File: config.mk
export PLATFORM = sky130hd
export DESIGN_NAME = intr_arbiter
export DESIGN_NICKNAME = d
export VERILOG_FILES = /design/src/rtl/intr_pkg.sv /design/src/rtl/intr_arbiter_rr_pick.sv /design/src/rtl/intr_arbiter.sv
export SDC_FILE = /design/constraint.sdc
export NUM_CORES = 1
export LEC_CHECK = 0
export ABC_AREA = 1
export CORE_MARGIN = 2
export CORE_UTILIZATION = 30
export CTS_BUF_LIST = sky130_fd_sc_hd__clkbuf_8
export CTS_CLUSTER_SIZE = 12
export DETAILED_ROUTE_END_ITERATION = 8
export SLEW_MARGIN = 20
export SYNTH_ARGS = -nofsm -noshare
export SYNTH_HDL_FRONTEND = slang
export SYNTH_SLANG_ARGS = --single-unit
File: constraint.sdc
create_clock -name Clk -period 7.44 [get_ports Clk]
set_input_delay 2.232 -clock Clk [delete_from_list [all_inputs] [get_ports Clk]]
set_output_delay 2.232 -clock Clk [all_outputs]
set_load 0.02 [all_outputs]
File: src/rtl/intr_pkg.sv
// Shared definitions for the interrupt arbiter: FSM state encoding,
// interrupt class codes and default sizing.
package intr_pkg;

    typedef enum logic [2:0] {
        ST_IDLE  = 3'd0,
        ST_F_REQ = 3'd1,
        ST_F_ACK = 3'd2,
        ST_F_SVC = 3'd3,
        ST_N_REQ = 3'd4,
        ST_N_ACK = 3'd5,
        ST_N_SVC = 3'd6
    } state_t;

    localparam logic CLS_FAST = 1'b1;
    localparam logic CLS_NORM = 1'b0;

    localparam int N_IO_DEF = 4;
    localparam int IDW_DEF  = 4;

endpackage

File: src/rtl/intr_arbiter_rr_pick.sv
// Combinational round-robin selector: lowest set request at or after ptr,
// wrapping modulo N_IO.
module rr_pick
    import intr_pkg::*;
#(
    parameter int N_IO = N_IO_DEF,
    parameter int IDW  = IDW_DEF
) (
    input  logic [N_IO-1:0] req,
    input  logic [IDW-1:0]  ptr,
    output logic            any,
    output logic [IDW-1:0]  idx
);

    localparam logic [IDW:0] N_L = (IDW+1)'(N_IO);

    logic [N_IO-1:0] w_rot;
    logic [IDW-1:0]  w_off;
    logic [IDW:0]    w_sum;

    // Rotating the doubled vector puts the pointer position at bit 0.
    assign w_rot = N_IO'({req, req} >> ptr);

    always_comb begin
        w_off = '0;
        for (int k = N_IO - 1; k >= 0; k--) begin
            if (w_rot[k]) begin
                w_off = IDW'(k);
            end
        end
    end

    assign w_sum = {1'b0, ptr} + {1'b0, w_off};
    assign idx   = (w_sum >= N_L) ? IDW'(w_sum - N_L) : w_sum[IDW-1:0];
    assign any   = |req;

endmodule

File: src/rtl/intr_arbiter.sv
// Shares the CPU fast/normal interrupt lines among N_IO modules with
// per-class round-robin and one level of fast-over-normal preemption.
module intr_arbiter
    import intr_pkg::*;
#(
    parameter int N_IO = N_IO_DEF,
    parameter int IDW  = IDW_DEF
) (
    input  logic            Clk,
    input  logic            Reset_,
    input  logic [N_IO-1:0] fintr_req,
    input  logic [N_IO-1:0] intr_req,
    input  logic            cpu_ack,
    input  logic            isr_done,
    output logic            fintr,
    output logic            intr,
    output logic [N_IO-1:0] int_ack,
    output logic [N_IO-1:0] Enable,
    output logic [IDW:0]    vector,
    output logic            busy
);

    state_t          r_state;
    logic            r_nested;
    logic [IDW-1:0]  r_fptr, r_nptr, r_fowner, r_nowner;
    logic            r_fintr, r_intr, r_busy;
    logic [N_IO-1:0] r_int_ack, r_enable;
    logic [IDW:0]    r_vector;

    logic            w_fany, w_nany;
    logic [IDW-1:0]  w_fidx, w_nidx;

    rr_pick #(.N_IO(N_IO), .IDW(IDW)) u_fpick (
        .req (fintr_req), .ptr (r_fptr), .any (w_fany), .idx (w_fidx)
    );

    rr_pick #(.N_IO(N_IO), .IDW(IDW)) u_npick (
        .req (intr_req), .ptr (r_nptr), .any (w_nany), .idx (w_nidx)
    );

    function automatic logic [N_IO-1:0] f_onehot(input logic [IDW-1:0] i);
        return N_IO'(1) << i;
    endfunction

    function automatic logic [IDW-1:0] f_next(input logic [IDW-1:0] i);
        return (i == IDW'(N_IO - 1)) ? '0 : i + 1'b1;
    endfunction

    // Outputs are registered and written on the transition into each state.
    always_ff @(posedge Clk or negedge Reset_) begin
        if (!Reset_) begin
            r_state   <= ST_IDLE;
            r_nested  <= 1'b0;
            r_fptr    <= '0;
            r_nptr    <= '0;
            r_fowner  <= '0;
            r_nowner  <= '0;
            r_fintr   <= 1'b0;
            r_intr    <= 1'b0;
            r_busy    <= 1'b0;
            r_int_ack <= '0;
            r_enable  <= '0;
            r_vector  <= '0;
        end else begin
            r_int_ack <= '0;
            case (r_state)
                ST_IDLE: begin
                    if (w_fany) begin
                        r_fowner <= w_fidx;
                        r_fintr  <= 1'b1;
                        r_state  <= ST_F_REQ;
                    end else if (w_nany) begin
                        r_nowner <= w_nidx;
                        r_intr   <= 1'b1;
                        r_state  <= ST_N_REQ;
                    end
                end
                ST_F_REQ: begin
                    if (cpu_ack) begin
                        r_fintr   <= 1'b0;
                        r_int_ack <= f_onehot(r_fowner);
                        r_enable  <= f_onehot(r_fowner);
                        r_vector  <= {CLS_FAST, r_fowner};
                        r_busy    <= 1'b1;
                        r_state   <= ST_F_ACK;
                    end
                end
                ST_F_ACK: begin
                    r_fptr  <= f_next(r_fowner);
                    r_state <= ST_F_SVC;
                end
                ST_F_SVC: begin
                    if (isr_done) begin
                        if (r_nested) begin
                            r_nested <= 1'b0;
                            r_enable <= f_onehot(r_nowner);
                            r_vector <= {CLS_NORM, r_nowner};
                            r_state  <= ST_N_SVC;
                        end else begin
                            r_enable <= '0;
                            r_vector <= '0;
                            r_busy   <= 1'b0;
                            r_state  <= ST_IDLE;
                        end
                    end
                end
                ST_N_REQ: begin
                    if (cpu_ack) begin
                        r_intr    <= 1'b0;
                        r_int_ack <= f_onehot(r_nowner);
                        r_enable  <= f_onehot(r_nowner);
                        r_vector  <= {CLS_NORM, r_nowner};
                        r_busy    <= 1'b1;
                        r_state   <= ST_N_ACK;
                    end else if (w_fany) begin
                        // Abandoned normal request is re-arbitrated later.
                        r_intr   <= 1'b0;
                        r_fintr  <= 1'b1;
                        r_fowner <= w_fidx;
                        r_state  <= ST_F_REQ;
                    end
                end
                ST_N_ACK: begin
                    r_nptr  <= f_next(r_nowner);
                    r_state <= ST_N_SVC;
                end
                ST_N_SVC: begin
                    if (isr_done) begin
                        r_enable <= '0;
                        r_vector <= '0;
                        r_busy   <= 1'b0;
                        r_state  <= ST_IDLE;
                    end else if (w_fany) begin
                        r_nested <= 1'b1;
                        r_fowner <= w_fidx;
                        r_fintr  <= 1'b1;
                        r_enable <= '0;
                        r_vector <= '0;
                        r_busy   <= 1'b0;
                        r_state  <= ST_F_REQ;
                    end
                end
                default: r_state <= ST_IDLE;
            endcase
        end
    end

    assign fintr   = r_fintr;
    assign intr    = r_intr;
    assign int_ack = r_int_ack;
    assign Enable  = r_enable;
    assign vector  = r_vector;
    assign busy    = r_busy;

endmodule

; After elaboration in Yosys (flattened, before gate mapping)
; Cells that the tools add are included.
[word_totals]
ff_bits = 36
word_cells = 125
out_inout_bits = 16
[op_classes]
n_bitwise = 1
magnitude_cmp = 2
n_mux = 61
addsub = 6
reduce_logical = 18
n_eq_ne = 21
shifts = 4
[ops]
columns = operator, count
row1 = 2-to-1 mux 4 bit, 16
row2 = 2-to-1 mux 5 bit, 5
row3 = 2-to-1 mux 3 bit, 8
row4 = case mux 3 bit (7 select lines), 1
row5 = case mux 5 bit (4 select lines), 1
row6 = 2-to-1 mux 2 bit, 8
row7 = case mux 4 bit (4 select lines), 1
row8 = right shift 8 x 4 -> 4 bit, 2
row9 = 2-to-1 mux 1 bit, 15
row10 = "!= test 2 bit, second input constant", 7
row11 = case mux 4 bit (3 select lines), 1
row12 = AND reduction 4 bit, 3
row13 = adder 4 x 2 -> 5 bit, 2
row14 = ">= comparator 5 x 3 -> 1 bit, second input constant", 2
row15 = AND reduction 5 bit, 2
row16 = "== test 3 bit, second input constant", 3
row17 = AND reduction 3 bit, 3
row18 = "adder 4 x 1 -> 4 bit, second input constant", 2
row19 = "== test 4 x 2 -> 1 bit, second input constant", 2
row20 = case mux 4 bit (2 select lines), 1
row21 = nonzero test 4 bit, 2
row22 = OR reduction 4 bit, 2
row23 = "left shift 1 x 4 -> 4 bit, first input constant", 2
row24 = "subtractor 4 x 3 -> 4 bit, second input constant", 2
row25 = 13 further kinds, 20

; Logic depth before layout (Yosys ltp)
; Gate-level depths: netlist of the first run.
[depth]
word_depth = 11
ltp_mapped = 20

; Cells and area by module
; A second synthesis of the first run with hierarchy kept.
[unflattened]
cells_unflattened = 390
hier_area_um2 = 2650.0
[modules_own_cells]
columns = mod, n_inst, area_each_um2, seq_area_each_um2, cells_per_inst
row1 = intr_arbiter, 1, 2016.9, 900.9, 264
row2 = rr_pick, 2, 316.6, 0.0, 63

; Worst setup path after synthesis of the first run
; Ideal clock, no wire load.
[synth_path]
kind = input to register
startpoint = in intr_req[3]
endpoint = reg r_nowner[2]
stages = 16
arrival_ps = 4079
setup_slack_ps = 3245
required_ps = 7323
setup_ps = 117
cell_sequence = inv_1 > o21ai_0 > nand2_1 > nand2_1 > nand3_1 > nand2_1 > ha_1 > inv_1 > fa_1 > xor2_1 > inv_1 > ha_1 > nand3_1 > o211ai_1 > nand2_1 > nand2_1
[synth_via]
elab_chain_cells = 8
[synth_lines]
columns = element, line_no
row1 = "start, declared", intr_arbiter.sv:12  ; input logic [N_IO-1:0] intr_req,
row2 = right shift 8 x 4 -> 4 bit, intr_arbiter_rr_pick.sv:22  ; assign w_rot = N_IO'({req, req} >> ptr);
row3 = 2-to-1 mux 2 bit (4 in series), intr_arbiter_rr_pick.sv:27  ; if (w_rot[k]) begin
row4 = adder 4 x 2 -> 5 bit, intr_arbiter_rr_pick.sv:33  ; assign w_sum = {1'b0, ptr} + {1'b0, w_off};
row5 = subtractor 4 x 3 -> 4 bit or >= comparator 5 x 3 -> 1 bit (tied branches), intr_arbiter_rr_pick.sv:34  ; assign idx = (w_sum >= N_L) ? IDW'(w_sum - N_L) : w_sum[IDW-1:0];
row6 = 2-to-1 mux 4 bit, intr_arbiter_rr_pick.sv:34
row7 = "end signal, assigned", intr_arbiter.sv:73  ; r_nowner <= w_nidx;
row8 = "end, declared", intr_arbiter.sv:25  ; logic [IDW-1:0] r_fptr, r_nptr, r_fowner, r_nowner;
; Several ways; a longest one is shown, not always the timed one.
; A chain may end at the register's enable or synchronous reset.

; Worst setup path after layout of the first run
[layout_path]
startpoint = in fintr_req[0]
endpoint = reg r_fowner[3]
[layout_via]
elab_chain_cells = 11
[layout_lines]
columns = element, line_no
row1 = "start, declared", intr_arbiter.sv:11  ; input logic [N_IO-1:0] fintr_req,
row2 = right shift 8 x 4 -> 4 bit, intr_arbiter_rr_pick.sv:22
row3 = 2-to-1 mux 2 bit (4 in series), intr_arbiter_rr_pick.sv:27
row4 = adder 4 x 2 -> 5 bit, intr_arbiter_rr_pick.sv:33
row5 = subtractor 4 x 3 -> 4 bit or >= comparator 5 x 3 -> 1 bit (tied branches), intr_arbiter_rr_pick.sv:34
row6 = 2-to-1 mux 4 bit, intr_arbiter_rr_pick.sv:34
row7 = 2-to-1 mux 4 bit (*), "intr_arbiter.sv:68, intr_arbiter.sv:115, intr_arbiter.sv:133"
row8 = "2-to-1 mux 4 bit, on equally long branches", "intr_arbiter.sv:128, intr_arbiter.sv:108"
row9 = case mux 4 bit (3 select lines) (*), intr_arbiter.sv:66  ; case (r_state)
row10 = "end signal, assigned", intr_arbiter.sv:69  ; r_fowner <= w_fidx;
row11 = "end signal, assigned", intr_arbiter.sv:119  ; r_fowner <= w_fidx;
row12 = "end signal, assigned", intr_arbiter.sv:135  ; r_fowner <= w_fidx;
row13 = "end, declared", intr_arbiter.sv:25
; Every way passes the cells marked *; elsewhere a longest branch is shown, timed or not. The select of a mux whose other input is x is not followed.

==> impl_metrics.py, run 1 <==
metrics = {
    "outcome": {
        "outcome": "finished, final reports clean",
    },
    "floorplanning": {
        "design.die.area_um2": 9630,
        "io-pin-count": 28,
        "die_height_um": 98.1,
        "effective_utilization_at_floorplan_pct": 30.8,
        "fp.dieW_um": 98.1,
        "floorplan.rows": 34,
        "coreArea_um2": 8640,
    },
    "place": {
        "detailedPlace.worstSlack_ns": 2.57,
        "port-buffer-count": 27,
        "dp_hpwl_um": 4800,
        "gp_congestion": 0.840,
    },
    "setup_path": {
        "worstPathArrival_ns": 4.74,
        "end_kind": "flop",
        "buffer_and_inverter_count_on_the_worst_path": 3,
        "required_ns": 7.61,
        "critical-path-max-stage-delay_ns": 0.43,
        "critPathKind": "in -> reg",
        "cp_cell_sequence": "clkdlybuf4s50_1 > inv_1 > o21ai_0 > nand2_1 > nand2_1 > nor2_1 > nand3_1 > nand2_1 > ha_1 > inv_1 > fa_1 > nand2_1 > nand2_1 > ha_1 > nand2_1 > nor2_1 > a21oi_1 > nand2_1 > nand3_1 > nand2_1",
        "worstPathMaxFanout": 3,
        "crit_top_cell": "nand2_1",
        "crit_path_start_kind": "input pin",
        "critical_path.slowest_cell": "clkdlybuf4s50_1",
        "worst_path_dominant_cell_family": "simple AND/OR/NAND/NOR gates",
    },
    "clocking": {
        "clock_tree.buffer_depth": 2,
        "h-tree-depth": 2,
        "clk_pin_slew_worst_paths_ns": 0.08,
        "ctsHoldBuffers": 0,
        "cts_tree": "done",
        "post_cts_resized": 0,
        "cts.sinks": 36,
        "cts-buffers-inserted": 5,
        "cts_setup_buffers": 0,
        "cts_root_buf": "clkbuf_8",
        "clock_latency_ns": 0.29,
    },
    "sta": {
        "hold_viol_final": 0,
        "worst_slew_pin_slew_ns": 0.796,
        "setup_total_negative_slack_ns": 0,
        "final.setup_skew_ns": 0.0118,
        "postLayoutSetupSlackWorst_ns": 2.87,
        "timing.hold.ws_ns": 0.473,
        "min_period_over_period_pct": 61.4,
        "fmax_mhz": 219,
        "max-slew-margin-rel_pct": 47.0,
        "layout_min_cycle_time_ns": 4.57,
        "timing_max_transition_violations_final": 0,
        "finalSetupViolCount": 0,
        "rsz0062_at_grt": "false",
    },
    "grt": {
        "grt_start_max_net_pins": 37,
        "antenna_found_initial": 0,
        "groute.usage.overall_pct": 13.3,
        "grt_pass1_vias": 2386,
        "grt_first_pass_wirelength_um": 10700,
        "global_route.overflow_total": 0,
    },
    "yosys": {
        "synthDistinctLibCells": 29,
        "syn-instance-count": 403,
        "netlist_area_um2": 2660,
        "ys_ff_latch": 36,
        "synth.avg_cell_area_um2": 6.59,
        "synthesized_net_count": 425,
        "synth_seq_area_share_pct": 33.9,
        "ys_warn_count": 0,
    },
    "layout": {
        "antenna_cells": 0,
        "nets": 453,
        "post_route_cells_drive_above_1_share_pct": 6.50,
        "finish.utilization_pct": 35.7,
        "layout_commonest_cell": "nand2_1",
        "leading_cell_types_in_the_layout_fill_and_taps_excluded": "151 x nand2_1, 52 x nand3_1, 45 x inv_1",
        "area.growth.synth_to_final_pct": 16.0,
    },
    "power": {
        "power_density_nw_per_um2": 362,
        "power.share.sequential_pct": 32.0,
        "p_clk_share_pct": 11.6,
        "post-layout-total-power_mw": 1.12,
        "share_comb_of_total_power_pct": 56.5,
        "vdd_drop_max_v": 0.0000949,
        "power.internal_uw": 568,
        "netSwitchingPower_uw": 548,
        "sw_frac_of_total_pct": 49.1,
        "cellLeakagePower_nw": 1.63,
    },
    "detailed_routing": {
        "drt_pass1_iterations": 4,
        "vias_per_cell": 4.69,
        "drt-initial-drc-count": 177,
        "vias": 2529,
        "routed_wirelength_um": 6130,
        "routed_wire_length_per_instance_um": 11.4,
        "remaining_drc_errors": 0,
        "route.antenna.remaining_nets": 0,
    },
    "worst_hold_path": {
        "worst_hold_path_type": "reg -> reg",
    },
    "run": {
        "drv.max_cap_violation_count": 0,
    },
}
-- area by class of cell --
class                      count  area (um2)
inverter                      50         188
clock inverter                 2        8.76
sequential                    36         901
multi-input combinational    311        1520
clock buffer                   5        68.8
fill                         940        5550
timing repair buffer          27         265
tap                          108         135
-- through the flow --
stage	area [um2]	cells
finish	3080	539
global route	3080	539
CTS	3080	539
detailed placement	3010	532
global placement	3010	532
floorplan	2660	403
-- Yosys cell counts --
| cell type | n | share of area (%) |
|---|---|---|
| a21oi_1 | 5 | 0.94 |
| buf_4 | 2 | 0.56 |
| buf_6 | 3 | 1.3 |
| clkbuf_1 | 1 | 0.14 |
| clkinv_1 | 1 | 0.14 |
| dfrtp_1 | 36 | 34 |
| fa_1 | 2 | 1.5 |
| ha_1 | 8 | 3.8 |
| inv_1 | 44 | 6.2 |
| inv_2 | 5 | 0.71 |
| mux2i_1 | 1 | 0.38 |
| nand2_1 | 151 | 21 |
| nand2_2 | 4 | 0.94 |
| nand3_1 | 52 | 9.8 |
| nand3_4 | 1 | 0.66 |
| nand3b_1 | 3 | 0.85 |
| nand4_1 | 3 | 0.71 |
| nor2_1 | 34 | 4.8 |
| nor2_2 | 6 | 1.4 |
| nor2_4 | 2 | 0.85 |
| nor3_1 | 4 | 0.75 |
| o211ai_1 | 1 | 0.28 |
| o21ai_0 | 14 | 2.6 |
| o21ai_1 | 2 | 0.38 |
| o22ai_1 | 4 | 0.94 |
| o31ai_1 | 4 | 1.1 |
| or2_2 | 3 | 0.71 |
| xnor2_1 | 2 | 0.66 |
| xor2_1 | 5 | 1.6 |
-- state kept, by name, summed over array words and instances, names as in the netlist --
name,cells
busy,1
fintr,1
r_fowner,4
r_nptr,4
r_nested,1
r_nowner,4
intr,1
int_ack,4
r_state,3
Enable,4
r_fptr,4
vector,5
-- routing by layer --
metal	track usage, %	routed length, um	vias to the layer above
met2	22.8	2940	35
met4	3.21	55	0
li1	-	-	1340
met5	0	0	-
met3	3.01	178	6
met1	17.0	2950	1148
-- worst reg2reg max path, stage by stage, from the launching register on --
cell,delay (ns)
dfrtp_1,0.40
clkinv_1,0.26
nand2_1,0.14
nand2_1,0.07
nor2_1,0.17
nand3_1,0.10
nand2_1,0.07
ha_1,0.15
inv_1,0.05
fa_1,0.39
xor2_1,0.18
inv_1,0.08
ha_1,0.19
nand3_1,0.08
o211ai_1,0.11
nand2_1,0.08
nand2_1,0.04
-- worst paths after layout --
kind                            depth (start not counted)     endpoint    startpoint  slack (ns)
worst max-delay path                                   20  r_fowner[3]  fintr_req[0]        2.87
worst min-delay path                                    2         intr          intr        0.47
worst max register to register                         16  r_nowner[3]     r_nptr[1]        4.76
worst min register to register                          2         intr          intr        0.47
max in group asynchronous                               1  r_nowner[1]        Reset_        4.90
min in group asynchronous                               1        fintr        Reset_        2.02
-- power groups by stage --
| stage | logic, mW | clock network (mW) | registers [mW] |
|---|---|---|---|
| final | 0.630 | 0.129 | 0.357 |
| after CTS | 0.638 | 0.135 | 0.357 |
| after global routing | 0.730 | 0.143 | 0.372 |
| after detailed placement | 0.636 | 0 | 0.359 |
| after global placement | 0.623 | 0 | 0.361 |
| after floorplan | 0.462 | 0 | 0.354 |
-- cells by family (layout without fill, tap and decap cells) --
| logic type | count (synthesis) | count (layout) | share of synthesized area [%] |
|---|---|---|---|
| AND/OR/NAND/NOR | 263 | 263 | 42.8 |
| adder cells (fa/ha/maj) | 10 | 10 | 5.27 |
| buffers and inverters | 56 | 84 | 9.04 |
| multiplexers | 1 | 1 | 0.377 |
| AO/OA/AOI/OAI | 30 | 30 | 6.31 |
| flip-flops | 36 | 36 | 33.9 |
| XOR/XNOR | 7 | 7 | 2.31 |
Note: power is estimated with default switching activity, not from simulation.
==> run 2, diff against run 1 <==
- clock period: 7.44 -> 3.8 ns (I/O delays scaled with it)
==> run 2 against run 1 <==
Sequential share of layout area unchanged. Clock power increased by 95%. First-iteration DRC count decreased by 2.3%. Non-clock buffer count unchanged. Combinational power increased by 97%. Hold slack improved by 0.0019 ns. Register-to-register slack got worse by 3.7 ns. Global-route usage decreased by 0.51 points. Sequential power increased by 96%. Highest routed layer unchanged. Via count increased by 0.36%. Largest power group unchanged. Final area unchanged.
==> impl_metrics.py, run 2 (synthesis results as in run 1) <==
metrics = {
    "outcome": {
        "outcome": "finished, final reports clean",
    },
    "clocking": {
        "cts-buffers-inserted": 5,
        "cts.sinks": 36,
        "ctsHoldBuffers": 0,
        "clk_pin_slew_worst_paths_ns": 0.07,
        "post_cts_resized": 0,
        "h-tree-depth": 2,
        "cts_tree": "done",
        "clock_latency_ns": 0.29,
        "cts_root_buf": "clkbuf_8",
        "cts_setup_buffers": 0,
        "clock_tree.buffer_depth": 2,
    },
    "place": {
        "gp_congestion": 0.841,
        "dp_hpwl_um": 4790,
        "port-buffer-count": 27,
        "post-place-cells": 532,
    },
    "layout": {
        "nets": 453,
        "instances_no_fill": 539,
        "largest_reg_flops": 5,
        "antenna_cells": 0,
        "area.growth.synth_to_final_pct": 16.0,
        "leading_cell_types_in_the_layout_fill_and_taps_excluded": "151 x nand2_1, 52 x nand3_1, 45 x inv_1",
        "layout_commonest_cell": "nand2_1",
        "post_route_cells_drive_above_1_share_pct": 6.50,
    },
    "setup_path": {
        "buffer_and_inverter_count_on_the_worst_path": 3,
        "critical_path.slowest_cell": "clkdlybuf4s50_1",
        "reg2reg_depth": 16,
        "critical-path-max-stage-delay_ns": 0.45,
        "critPathKind": "in -> reg",
        "timing.reg2reg.setup_slack_ns": 1.08,
        "end_kind": "flop",
        "cp_cell_sequence": "clkdlybuf4s50_1 > nand2_1 > o21ai_0 > nand2_1 > nand2_1 > nor2_1 > nand3_1 > nand2_1 > ha_1 > inv_1 > fa_1 > xor2_1 > inv_1 > ha_1 > nand3_1 > o211ai_1 > nand2_1 > nand2_1",
        "timing.rr.start": "r_nptr[1]",
        "worst_r2r_endpoint": "r_nowner[3]",
        "crit_top_cell": "nand2_1",
        "crit_path_start_kind": "input pin",
        "required_ns": 3.98,
        "worstPathMaxFanout": 3,
        "worstPathArrival_ns": 3.69,
        "worst_path_dominant_cell_family": "simple AND/OR/NAND/NOR gates",
    },
    "worst_hold_path": {
        "hold-path-endpoint": "vector[2]",
        "worst_hold_path_type": "reg -> reg",
        "min_from": "vector[2]",
        "worst_hold_path.num_cells": 2,
    },
    "floorplanning": {
        "floorplan.rows": 34,
        "fp.dieW_um": 98.1,
        "coreArea_um2": 8640,
        "io-pin-count": 28,
        "die_height_um": 98.1,
        "design.die.area_um2": 9630,
        "effective_utilization_at_floorplan_pct": 30.8,
    },
    "sta": {
        "setup_total_negative_slack_ns": 0,
        "min_period_over_period_pct": 92.4,
        "timing_max_transition_violations_final": 0,
        "final.setup_skew_ns": 0.00806,
        "layout_min_cycle_time_ns": 3.51,
        "worst_slew_pin_slew_ns": 0.806,
        "hold_viol_final": 0,
        "max-slew-margin-rel_pct": 46.2,
        "finalSetupViolCount": 0,
        "rsz0062_at_grt": "false",
        "fmax_mhz": 285,
    },
    "grt": {
        "busiest_layer": "met2",
        "grt_pass1_vias": 2301,
        "antenna_found_initial": 0,
        "groute.layer.met1.usage_pct": 16.5,
        "grt_first_pass_wirelength_um": 10300,
        "grt_start_max_net_pins": 37,
        "grtUsageMet2_pct": 22.3,
        "met3_track_usage_gr_pct": 2.29,
        "groute.usage.overall_pct": 12.8,
        "global_route.overflow_total": 0,
    },
    "detailed_routing": {
        "route.antenna.remaining_nets": 0,
        "vias_per_cell": 4.71,
        "drt-initial-drc-count": 173,
        "remaining_drc_errors": 0,
        "routed_wirelength_um": 6160,
        "vias": 2538,
        "routed_wire_length_per_instance_um": 11.4,
        "drt_pass1_iterations": 4,
    },
    "power": {
        "netSwitchingPower_mw": 1.07,
        "cellLeakagePower_nw": 1.63,
        "power.share.sequential_pct": 32.0,
        "share_comb_of_total_power_pct": 56.6,
        "vdd_drop_max_v": 0.000174,
        "power.internal_mw": 1.11,
        "power_density_nw_per_um2": 710,
        "p_clk_share_pct": 11.5,
        "sw_frac_of_total_pct": 49.1,
    },
    "run": {
        "drv.max_cap_violation_count": 0,
    },
}
[run 2: cell counts in the layout (fill, tap and decap cells not counted)]
Identical to the previous run, type by type.
[run 2: routing by layer]
metal  wire [um]  vias up  part of all wire [%]
li1            -     1337                     -
met1        2910     1144                    47
met2        2980       50                    48
met3         214        7                   3.5
met4          61        0                  0.99
met5           0        -                     0
[run 2: power by group through the flow]
stage	Combinational, mW	Sequential (mW)	Clock (mW)
after floorplan	0.904	0.693	0
after global placement	1.22	0.706	0
after detailed placement	1.24	0.704	0
after CTS	1.25	0.699	0.262
after global routing	1.41	0.725	0.276
final	1.24	0.700	0.251
[run 2: worst max path at each step]
stage                startpoint           to  slack [ns]  depth (start not counted)
global route        intr_req[1]  r_nowner[3]        0.04                         18
CTS                 intr_req[1]  r_nowner[3]        0.30                         18
global placement    intr_req[1]  r_nowner[3]        0.12                         18
floorplan           intr_req[3]  r_nowner[2]        0.70                         16
detailed placement  intr_req[1]  r_nowner[3]       0.002                         18
finish              intr_req[1]  r_nowner[3]        0.29                         18
[run 2: layout make-up]
type / instances / area, um2
Clock buffer: 5 / 68.8
Inverter: 50 / 188
Multi-Input combinational cell: 311 / 1520
Clock inverter: 2 / 8.76
Tap cell: 108 / 135
Timing Repair Buffer: 27 / 265
Sequential cell: 36 / 901
Fill cell: 916 / 5550
[run 2: stage by stage]
| stage | instance area (um2) | hold WS (ns) | utilization (%) | setup WS (ns) | power [mW] |
|---|---|---|---|---|---|
| floorplan | 2660 | 0.520 | - | 0.697 | 1.60 |
| global placement | 3010 | 0.466 | 34.8 | 0.116 | 1.93 |
| detailed placement | 3010 | 0.463 | 34.8 | 0.00243 | 1.95 |
| CTS | 3080 | 0.478 | 35.7 | 0.296 | 2.21 |
| global route | 3080 | 0.508 | 35.7 | 0.0352 | 2.41 |
| finish | 3080 | 0.475 | 35.7 | 0.288 | 2.19 |
[run 2: worst register-to-register path: cells and delay by family, from the launching register on]
kind / cells / cell delay [ns]
and+or+nand+nor: 8 / 0.78
adders and majority gates: 3 / 0.75
DFF: 1 / 0.40
buffers and inverters: 3 / 0.40
xor gates and xnor gates: 1 / 0.20
AOI/OAI and AO/OA: 1 / 0.11
==> run 3, diff against run 2 <==
- CORE_ASPECT_RATIO: default -> 0.7
==> run 3 against run 2 <==
First-iteration DRC count decreased by 6.4%. Core utilization is 0.97 points higher. Final area up 1.3%. Sequential power up 1%. Total power rose by 0.97%. Non-clock buffer count stayed put. Critical endpoint is now r_nowner[2].
==> impl_metrics.py, run 3 (synthesis results as in run 1) <==
metrics = {
    "clocking": {
        "cts_setup_buffers": 0,
        "clk_pin_slew_worst_paths_ns": 0.08,
        "h-tree-depth": 2,
        "cts_root_buf": "clkbuf_8",
        "post_cts_resized": 0,
        "ctsHoldBuffers": 0,
        "clock_latency_ns": 0.29,
        "cts.sinks": 36,
        "cts-buffers-inserted": 5,
        "clock_tree.buffer_depth": 2,
        "cts_tree": "done",
    },
    "sta": {
        "finalSetupViolCount": 0,
        "setup_total_negative_slack_ns": 0,
        "fmax_mhz": 285,
        "worst_slew_pin_slew_ns": 0.889,
        "timing_max_transition_violations_final": 0,
        "layout_min_cycle_time_ns": 3.51,
        "rsz0062_at_grt": "false",
        "min_period_over_period_pct": 92.3,
        "final.setup_skew_ns": 0.00610,
        "max-slew-margin-rel_pct": 40.7,
        "hold_viol_final": 0,
    },
    "detailed_routing": {
        "vias": 2537,
        "routed_wire_length_per_instance_um": 11.3,
        "vias_per_cell": 4.60,
        "drt-initial-drc-count": 162,
        "routed_wirelength_um": 6240,
        "drt_pass1_iterations": 4,
        "route.antenna.remaining_nets": 0,
        "remaining_drc_errors": 0,
    },
    "layout": {
        "leading_cell_types_in_the_layout_fill_and_taps_excluded": "151 x nand2_1, 52 x nand3_1, 45 x inv_1",
        "layout_commonest_cell": "nand2_1",
        "post_route_cells_drive_above_1_share_pct": 6.94,
        "largest_reg_flops": 5,
        "nets": 453,
        "layout.area.seq_um2": 901,
        "antenna_cells": 0,
        "finish.utilization_pct": 36.7,
        "area_taken_by_multi_input_logic_gates_um2": 1520,
        "area.growth.synth_to_final_pct": 17.5,
        "fill_cell_total_of_the_finished_layout": 912,
        "layout.cell_area.non_filler_um2": 3120,
    },
    "run": {
        "drv.max_cap_violation_count": 0,
    },
    "worst_hold_path": {
        "worst_hold_path_type": "reg -> reg",
    },
    "floorplanning": {
        "io-pin-count": 28,
        "floorplan.rows": 28,
        "design.die.area_um2": 9640,
        "fp.dieW_um": 116,
        "die_height_um": 82.7,
        "coreArea_um2": 8510,
        "effective_utilization_at_floorplan_pct": 31.2,
    },
    "setup_path": {
        "worstPathArrival_ns": 3.74,
        "worstPathMaxFanout": 3,
        "critical_path.slowest_cell": "clkdlybuf4s50_1",
        "crit_path_start_kind": "input pin",
        "end_kind": "flop",
        "cp_cell_sequence": "clkdlybuf4s50_1 > nand2_1 > o21ai_0 > nand2_1 > nand2_1 > nor2_1 > nand3_1 > nand2_1 > ha_1 > inv_1 > fa_1 > xor2_2 > inv_1 > ha_1 > nand3_1 > o211ai_1 > nand2_1 > nand2_1",
        "critPathKind": "in -> reg",
        "required_ns": 4.03,
        "critical-path-max-stage-delay_ns": 0.44,
        "crit_top_cell": "nand2_1",
    },
    "power": {
        "netSwitchingPower_mw": 1.08,
        "p_clk_share_pct": 13.1,
        "share_comb_of_total_power_pct": 54.9,
        "power.internal_mw": 1.13,
        "sw_frac_of_total_pct": 48.8,
        "vdd_drop_max_v": 0.000180,
        "power_density_nw_per_um2": 708,
        "cellLeakagePower_nw": 1.63,
        "power.share.sequential_pct": 32.0,
    },
    "place": {
        "port-buffer-count": 27,
        "gp_congestion": 0.938,
        "dp_hpwl_um": 4850,
        "placed_cell_area_um2": 3020,
    },
    "grt": {
        "grt_start_max_net_pins": 37,
        "antenna_found_initial": 0,
        "grt_first_pass_wirelength_um": 10700,
        "groute.usage.overall_pct": 14.0,
        "grt_pass1_vias": 2351,
        "global_route.overflow_total": 0,
    },
    "outcome": {
        "outcome": "finished, final reports clean",
    },
}
==> run 3: cell count changes in the layout (fill, tap and decap cells not counted), sizes merged <==
cell	delta
clkinvlp	+1
clkinv	-1
clkbuf	+2
buf	-1
==> run 3: worst paths after layout <==
| kind | start | end | slack, ns | cells past startpoint |
|---|---|---|---|---|
| setup / recovery | intr_req[1] | r_nowner[2] | 0.29 | 18 |
| setup reg to reg | r_nptr[1] | r_nowner[2] | 1.03 | 16 |
| hold reg to reg | Enable[3] | Enable[3] | 0.48 | 2 |
| max in group asynchronous | Reset_ | r_nowner[2] | 2.29 | 1 |
| min in group asynchronous | Reset_ | r_fowner[0] | 0.95 | 1 |
| hold / removal | Enable[3] | Enable[3] | 0.48 | 2 |
==> run 3: routing by layer <==
metal | up-vias | wire length, um | global-route usage, %
met5 | - | 0 | 0
met4 | 0 | 53 | 3.45
met3 | 8 | 285 | 3.80
met2 | 46 | 2640 | 21.0
met1 | 1141 | 3260 | 20.0
li1 | 1342 | - | -
==> run 3: power by group through the flow <==
stage	clock network, mW	logic (mW)	registers (mW)
final	0.290	1.21	0.707
after global routing	0.314	1.41	0.734
after CTS	0.298	1.22	0.707
after detailed placement	0	1.22	0.714
after global placement	0	1.21	0.717
after floorplan	0	0.904	0.693
==> run 3: per-stage QoR <==
step / power [mW] / instances / setup slack (ns) / hold WS, ns
floorplan: 1.60 / 403 / 0.697 / 0.520
global placement: 1.93 / 544 / 0.0929 / 0.462
detailed placement: 1.93 / 544 / -0.0729 / 0.460
CTS: 2.23 / 552 / 0.226 / 0.478
global route: 2.46 / 552 / 0.00261 / 0.503
finish: 2.21 / 552 / 0.292 / 0.476
==> run 3: cell type report <==
type	count	share of cell area, %
Multi-Input combinational cell	311	48.8
Sequential cell	36	28.9
Timing Repair Buffer	27	8.50
Inverter	50	6.01
Tap cell	120	4.81
Clock buffer	6	2.65
Clock inverter	2	0.361
==> run 3: critical path: cells and delay by family <==
kind,cells,cell delay (ns)
buffers and inverters,3,0.58
AND/OR/NAND/NOR,9,0.80
XOR/XNOR,1,0.18
AO/OA/AOI/OAI,2,0.32
adder cells (fa/ha/maj),3,0.73
